`src/rtl/acc_sequencer_pkg.sv`:
```
// Shared constants and state type for the accumulator control-word sequencer.
// The accumulator decodes its control word through the same bit positions.
package acc_sequencer_pkg;

   localparam int RAM_READ_LATENCY = 2;
   localparam int ACC_LATENCY      = RAM_READ_LATENCY + 3;

   // Control word bit map; addr occupies CTRL_ADDR_LSB upward.
   localparam int CTRL_VALID_BIT   = 0;
   localparam int CTRL_ADDR_LSB    = 1;
   localparam int CTRL_LAST_BIT    = 7;
   localparam int CTRL_FIRST_BIT   = 8;

   localparam int DRAIN_WIDTH      = $clog2(ACC_LATENCY + 1);

   typedef enum logic [1:0] {
      S_IDLE  = 2'd0,
      S_RUN   = 2'd1,
      S_DRAIN = 2'd2,
      S_DONE  = 2'd3
   } acc_seq_state_t;

endpackage

```
`src/rtl/acc_sequencer.sv`:
```
// Walks num_kernels x kernel_len beats, emitting a registered accumulator
// control word per beat, then waits out the accumulator pipeline before done.
module acc_sequencer
   import acc_sequencer_pkg::*;
#(
   parameter int CTRL_WIDTH = 9,
   parameter int ADDR_WIDTH = 6,
   parameter int CNT_WIDTH  = 8
) (
   input  logic                  clk,
   input  logic                  rst,
   input  logic                  start,
   input  logic [CNT_WIDTH-1:0]  kernel_len,
   input  logic [CNT_WIDTH-1:0]  num_kernels,
   input  logic                  stall,
   output logic [CTRL_WIDTH-1:0] ctrl,
   output logic                  busy,
   output logic                  done
);

   acc_seq_state_t         state_r, state_s;
   logic [CNT_WIDTH-1:0]   kl_r, kl_s;
   logic [CNT_WIDTH-1:0]   nk_r, nk_s;
   logic [CNT_WIDTH-1:0]   b_r, b_s;
   logic [CNT_WIDTH-1:0]   k_r, k_s;
   logic [DRAIN_WIDTH-1:0] drain_r, drain_s;
   logic [CTRL_WIDTH-1:0]  ctrl_r, ctrl_s;
   logic                   busy_r, busy_s;
   logic                   done_r, done_s;
   logic                   issue_s;
   logic                   beat_last_s;

   // Next-state, counter update and next control word.
   always_comb begin
      state_s     = state_r;
      kl_s        = kl_r;
      nk_s        = nk_r;
      b_s         = b_r;
      k_s         = k_r;
      drain_s     = drain_r;
      ctrl_s      = {CTRL_WIDTH{1'b0}};
      issue_s     = 1'b0;
      beat_last_s = 1'b0;

      case (state_r)
         S_IDLE: begin
            if (start) begin
               // The start cycle issues beat 0 itself so it lands on ctrl at S+1.
               kl_s = kernel_len;
               nk_s = num_kernels;
               b_s  = {CNT_WIDTH{1'b0}};
               k_s  = {CNT_WIDTH{1'b0}};
               if ((kernel_len == {CNT_WIDTH{1'b0}}) || (num_kernels == {CNT_WIDTH{1'b0}})) begin
                  state_s = S_DONE;
               end else begin
                  state_s = S_RUN;
                  issue_s = ~stall;
               end
            end else begin
               state_s = S_IDLE;
            end
         end
         S_RUN: begin
            issue_s = ~stall;
         end
         S_DRAIN: begin
            if (drain_r == {DRAIN_WIDTH{1'b0}}) begin
               state_s = S_DONE;
            end else begin
               drain_s = drain_r - DRAIN_WIDTH'(1);
            end
         end
         S_DONE: begin
            state_s = S_IDLE;
         end
         default: begin
            state_s = S_IDLE;
         end
      endcase

      if (issue_s) begin
         beat_last_s                                = (b_s == (kl_s - CNT_WIDTH'(1)));
         ctrl_s[CTRL_VALID_BIT]                     = 1'b1;
         ctrl_s[CTRL_ADDR_LSB +: ADDR_WIDTH]        = b_s[ADDR_WIDTH-1:0];
         ctrl_s[CTRL_FIRST_BIT]                     = (b_s == {CNT_WIDTH{1'b0}});
         ctrl_s[CTRL_LAST_BIT]                      = beat_last_s;
         if (beat_last_s) begin
            if (k_s == (nk_s - CNT_WIDTH'(1))) begin
               state_s = S_DRAIN;
               drain_s = DRAIN_WIDTH'(ACC_LATENCY - 1);
            end else begin
               state_s = S_RUN;
            end
            b_s = {CNT_WIDTH{1'b0}};
            k_s = k_s + CNT_WIDTH'(1);
         end else begin
            b_s = b_s + CNT_WIDTH'(1);
         end
      end else begin
         beat_last_s = 1'b0;
      end

      busy_s = (state_s != S_IDLE);
      done_s = (state_s == S_DONE);
   end

   // State, counters and registered outputs; reset drops any partial job.
   always_ff @(posedge clk) begin
      if (rst) begin
         state_r <= S_IDLE;
         kl_r    <= {CNT_WIDTH{1'b0}};
         nk_r    <= {CNT_WIDTH{1'b0}};
         b_r     <= {CNT_WIDTH{1'b0}};
         k_r     <= {CNT_WIDTH{1'b0}};
         drain_r <= {DRAIN_WIDTH{1'b0}};
         ctrl_r  <= {CTRL_WIDTH{1'b0}};
         busy_r  <= 1'b0;
         done_r  <= 1'b0;
      end else begin
         state_r <= state_s;
         kl_r    <= kl_s;
         nk_r    <= nk_s;
         b_r     <= b_s;
         k_r     <= k_s;
         drain_r <= drain_s;
         ctrl_r  <= ctrl_s;
         busy_r  <= busy_s;
         done_r  <= done_s;
      end
   end

   assign ctrl = ctrl_r;
   assign busy = busy_r;
   assign done = done_r;

endmodule

```
`config.mk`:
```
export PLATFORM = sky130hd
export DESIGN_NAME = acc_sequencer
export DESIGN_NICKNAME = d
export VERILOG_FILES = /design/src/rtl/acc_sequencer_pkg.sv /design/src/rtl/acc_sequencer.sv
export SDC_FILE = /design/constraint.sdc
export NUM_CORES = 1
export LEC_CHECK = 0
export CORE_UTILIZATION = 36
export CTS_CLUSTER_SIZE = 14
export DETAILED_ROUTE_END_ITERATION = 10
export GPL_ROUTABILITY_DRIVEN = 0
export GPL_TIMING_DRIVEN = 1
export PLACE_DENSITY = 0.59
export SLEW_MARGIN = 40
export SYNTH_ARGS = -nofsm -noshare
export SYNTH_HDL_FRONTEND = slang
export SYNTH_SLANG_ARGS = --single-unit
```
`constraint.sdc`:
```
create_clock -name clk -period 3.6 [get_ports clk]
set_input_delay 0.54 -clock clk [delete_from_list [all_inputs] [get_ports clk]]
set_output_delay 0.54 -clock clk [all_outputs]
set_load 0.1 [all_outputs]
```
; Yosys cells after proc, flatten, opt, wreduce, memory -nomap -nowiden
; Index checks and enable logic that the tools add are counted.
[totals]
register_bits = 48
input_bits = 20
out_inout_bits = 11
elab_cells = 59
[op_classes]
n_addsub = 5
n_eq_ne = 6
mux = 28
n_bitwise = 2
n_reduce_logical = 8
[op_table]
columns = op, count
row1 = $mux W8, 12
row2 = $logic_not A8 Y1, 3
row3 = $add A8 B1 Y8 const B, 2
row4 = $eq A8 B8 Y1, 2
row5 = $sub A8 B1 Y8 const B, 2
row6 = $mux W3, 5
row7 = $mux W2, 6
row8 = $eq A2 B2 Y1 const B, 3
row9 = $pmux W2 S3, 1
row10 = $logic_not A3 Y1, 1
row11 = $mux W1, 3
row12 = $sub A3 B1 Y3 const B, 1
row13 = $eq A2 B1 Y1 const B, 1
row14 = $logic_not A2 Y1, 1
row15 = $not A1 Y1, 2
row16 = $pmux W1 S2, 1
row17 = $reduce_bool A2 Y1, 1
row18 = $reduce_or A2 Y1, 1
row19 = $logic_or A1 B1 Y1, 1

; Longest topological paths before layout
[depth]
word_depth = 8
depth_mapped = 14
ltp_nobuf = 10

; Worst setup path after synthesis
; No wires, ideal clock.
[synth_path]
kind = in2reg
from = in start
to = reg k_r[0]
setup_ns = 0.121
arrival_time_ns = 3.445
t_required_ns = 3.479
slack_ns = 0.035
cell_stages = 11
n_path_buf = 2
cell_sequence = nor3b_1 -> clkbuf_1 -> clkbuf_1 -> mux2i_1 -> ha_1 -> nor3b_1 -> xnor2_1 -> a2111oi_0 -> o211ai_1 -> a211oi_4 -> mux2_2
[synth_between]
elab_chain_cells = 6
elab_cells_between_ends = 13
classes_between = add/sub: 2 / eq/ne: 1 / mux: 10
[synth_lines]
columns = element, line
row1 = "start, declared", acc_sequencer.sv:12  ; input logic start,
row2 = $mux W8, acc_sequencer.sv:47  ; if (start) begin
row3 = $mux W8, acc_sequencer.sv:45  ; case (state_r)
row4 = $sub A8 B1 Y8, acc_sequencer.sv:82  ; beat_last_s = (b_s == (kl_s - CNT_WIDTH'(1)));
row5 = $eq A8 B8 Y1, acc_sequencer.sv:82
row6 = $mux W8, acc_sequencer.sv:87  ; if (beat_last_s) begin
row7 = $mux W8 (*), acc_sequencer.sv:81  ; if (issue_s) begin
row8 = "end signal, assigned", acc_sequencer.sv:114  ; k_r <= {CNT_WIDTH{1'b0}};
row9 = "end signal, assigned", acc_sequencer.sv:124  ; k_r <= k_s;
row10 = "end, declared", acc_sequencer.sv:25  ; logic [CNT_WIDTH-1:0] k_r, k_s;
; Mark *: on every way between the ends. The rest lies on a longest branch, timed or not.
; A chain may end at the register's enable or synchronous reset.

; Worst setup path after layout
[layout_path]
from = in start
to = reg k_r[6]
; The elaborated chain is that of the path after synthesis.

==> impl_results.md <==
- Highest cell delay on the worst timing path: 490 ps
- Period minus WS final: 3270 ps
- Leakage Power: 0.00132 uW
- Hold_ws: 481 ps
- CP max stage cell: clkdlybuf4s50_1
- Number of fill cells in the layout: 756
- Number of nets in the final layout: 403
- Wire length reported by the detailed router: 6560 um
- Share of synthesized flip-flops with an asynchronous set or reset: 0%
- Leading cell types in the layout, fill and taps excluded: nand2_1 (48), dfxtp_1 (48), nor2_1 (27), xnor2_1 (22)
- Vias in the first global route: 2312
- Starting utilization of the core area: 37.9%
- Share of the synthesized area in the top cell type: 34.2%
- Power density over cell area: 381 mW/mm2
- Number of antenna violations at the first check in global routing: 0
- Post-synthesis instance total: 339
- Number of clock sinks seen by CTS: 48
- Family of cells with the greatest summed delay on the critical path: compound AO/OA/AOI/OAI gates
- Hold-fix buffers at CTS: 0
- Post-synthesis instance area: 0.00281 mm2
- CTS tree: yes
- Total number of yosys warnings: 0
- Post-synthesis sequential area ratio: 34.2%
- Class of the tightest hold or removal check: reg -> reg
- Max-cap check violation count: 0
- Height of the chip: 90.3 um
- Result of the run: finished clean
- Final HPWL from detailed placement: 4870 um
- Number of enable flip-flop cells after synthesis: 0
- Total chip power: 1280 uW
- Antenna Cells: 0
- Skew final: 9.02 ps
- Worst IR Drop VDD: 0.206 mV
- Setup TNS: 0 ps
- Most instantiated flip-flop cell in the synthesis netlist: dfxtp_1
- Psw: 350 uW
- Maximum frequency from static timing analysis: 0.306 GHz
- Slew at the pin closest to its max-slew limit: 645 ps
- Count of endpoints failing hold in the final timing report: 0
- Required time at the endpoint of the critical path: 3810 ps
- Area of the core region: 0.00741 mm2
- Critical path class: in -> reg
- H-tree level count: 2
- Count of port buffers added during placement: 30
- Drt first pass iters: 4
- Final design area excluding fillers: 0.00336 mm2
- Detailed-route vias per instance: 5.10
- Total GRT Usage: 17.1%
- Critical path fanouts, max: 6
- Fraction of power consumed by sequential logic: 43.9%
- Global-route wire length before repair: 11200 um
- Die Width: 90.3 um
- Post-route fraction of the period consumed by the critical path: 90.8%
- Number of buffers created by CTS: 5
- Synthesized netlist net count: 367
- Post-synth top area cell: dfxtp_1
- Maximum number of pins on one net before global-route repair: 36
- Crit path buf inv count: 2
- Worst relative slew slack: 56.7%
- Die area: 0.00816 mm2
- Worst slack at placement: -80.1 ps
- Post CTS Setup Buffer Count: 0
- Combinational Power Share: 19.3%
- Count of vias placed by the detailed router: 2424
- Antenna Violating Nets Remaining: 0
- Total placed instance area: 0.00322 mm2
- Nature of the critical path endpoint: flop
- I/O pin count: 31
- Internal power: 932 uW
- Clk_lat worst skew: 310 ps
- Avg WL per Cell: 13.8 um
- WP data arrival: 3470 ps
- Residual overflow from global routing: 0
- Relative contribution of the clock network to total power: 36.8%
- Buffer levels on the longest clock path: 2
- Placement row count: 31
- Area growth from synthesis to final layout: 19.7%
- Mean cell area of the mapped netlist: 8.29 um2
- Total setup violations reported at the end of the flow: 0
- Total count of max-transition violations in the final report: 0
- DR iter-0 viols: 58
- DRC: 0
- RSZ-0062 raised after global routing: no
- Net switching fraction of the power: 27.3%
- Worst-path cell chain: clkdlybuf4s50_1 -> nor3b_4 -> mux2i_1 -> ha_1 -> nor3b_1 -> xnor2_1 -> a2111oi_0 -> o211ai_1 -> buf_4 -> a211oi_1 -> mux2_2
- Top cells by area, synth: dfxtp_1 (34%), xnor2_1 (6.9%), nand2_1 (6.4%)
- Clock-pin slew on the worst setup and hold paths: 90 ps
- Setup crit start kind: input pin
- Share of final-layout standard cells stronger than drive strength 1: 12.8%
- CTS root buf: clkbuf_8
- Total of flip-flops plus latches after synthesis: 48
- Count of different cell masters after synthesis: 53
- Worst path setup slack after routing: 331 ps
## cell type report
cell class	instances	area (um2)	area share (%)
multi-input combinational	261	1730	51.5
sequential	48	961	28.6
timing repair buffer	45	358	10.6
tap	99	124	3.68
clock buffer	5	68.8	2.05
clock inverter	3	68.8	2.05
inverter	14	52.6	1.56
## state kept, by name, summed over array words and instances, names as in the netlist
signal and cells:
b_r 8, k_r 8, kl_r 8, state_r 2, drain_r 3, ctrl 9
done 1, busy 1, nk_r 8
## metal layers
layer | share of wire, % | vias up | global-route usage [%]
li1 | - | 1255 | -
met1 | 48 | 1144 | 21.9
met2 | 49 | 17 | 29.6
met3 | 1.4 | 8 | 2.78
met4 | 1.1 | 0 | 4.44
met5 | 0 | - | 0
## synth_stat cells, drive strengths merged (2+ instances only)
master	count
nand3b	3
a221oi	2
nand2	48
xnor2	22
and2	8
o211a	2
clkbuf	12
o31ai	2
o21ai	10
or3	10
o2111ai	2
ha	8
and3	5
or4	4
nand2b	2
nor3b	3
dfxtp	48
a31o	2
xor2	11
nor3	16
mux2i	11
nand4	3
nor2	27
a21oi	19
a211oi	7
buf	4
inv	14
nand3	8
mux2	7
a2111oi	4
## worst min-delay path, cell delays in order, from the launching register on
cell and delay (ps):
dfxtp_1 330, nand2_1 50, a21oi_1 50
## stage by stage
stage	std cells	utilization (%)
final	475	45.4
after detailed placement	467	43.5
after global routing	475	45.4
after global placement	467	44.2
after floorplan	339	-
after CTS	475	45.3
## final timing paths
kind | from | end | slack, ps | depth (start not counted)
setup / recovery | start | k_r[6] | 330 | 11
hold / removal | kl_r[7] | kl_r[7] | 480 | 2
setup reg to reg | state_r[0] | k_r[6] | 620 | 10
hold reg to reg | kl_r[7] | kl_r[7] | 480 | 2
## power groups by stage
stage	Sequential, uW	Clock (uW)	Combinational [uW]
2_1_floorplan	590	0	156
3_5_place_dp	574	0	246
5_1_grt	565	507	274
3_3_place_gp	575	0	246
4_1_cts	562	485	248
6_report	562	472	247
## what timing repair did
| action | 4_1_cts | 5_1_grt |
|---|---|---|
| endpoints found under the hold margin | 0 | 0 |
| setup endpoints to repair | 0 | 7 |
| gates resized for setup | 0 | 1 |
## logic make-up (layout without fill, tap and decap cells)
group                      after synthesis  in the layout  synth area share [%]
muxes                                   18             18                  6.86
AOI/OAI and AO/OA                       59             59                  15.4
and+or+nand+nor                        143            143                  25.1
adders and majority gates                8              8                  3.56
buffers and inverters                   30             67                  4.59
xor gates and xnor gates                33             33                  10.3
DFF                                     48             48                  34.2
Power figures use the tool's default switching activity.
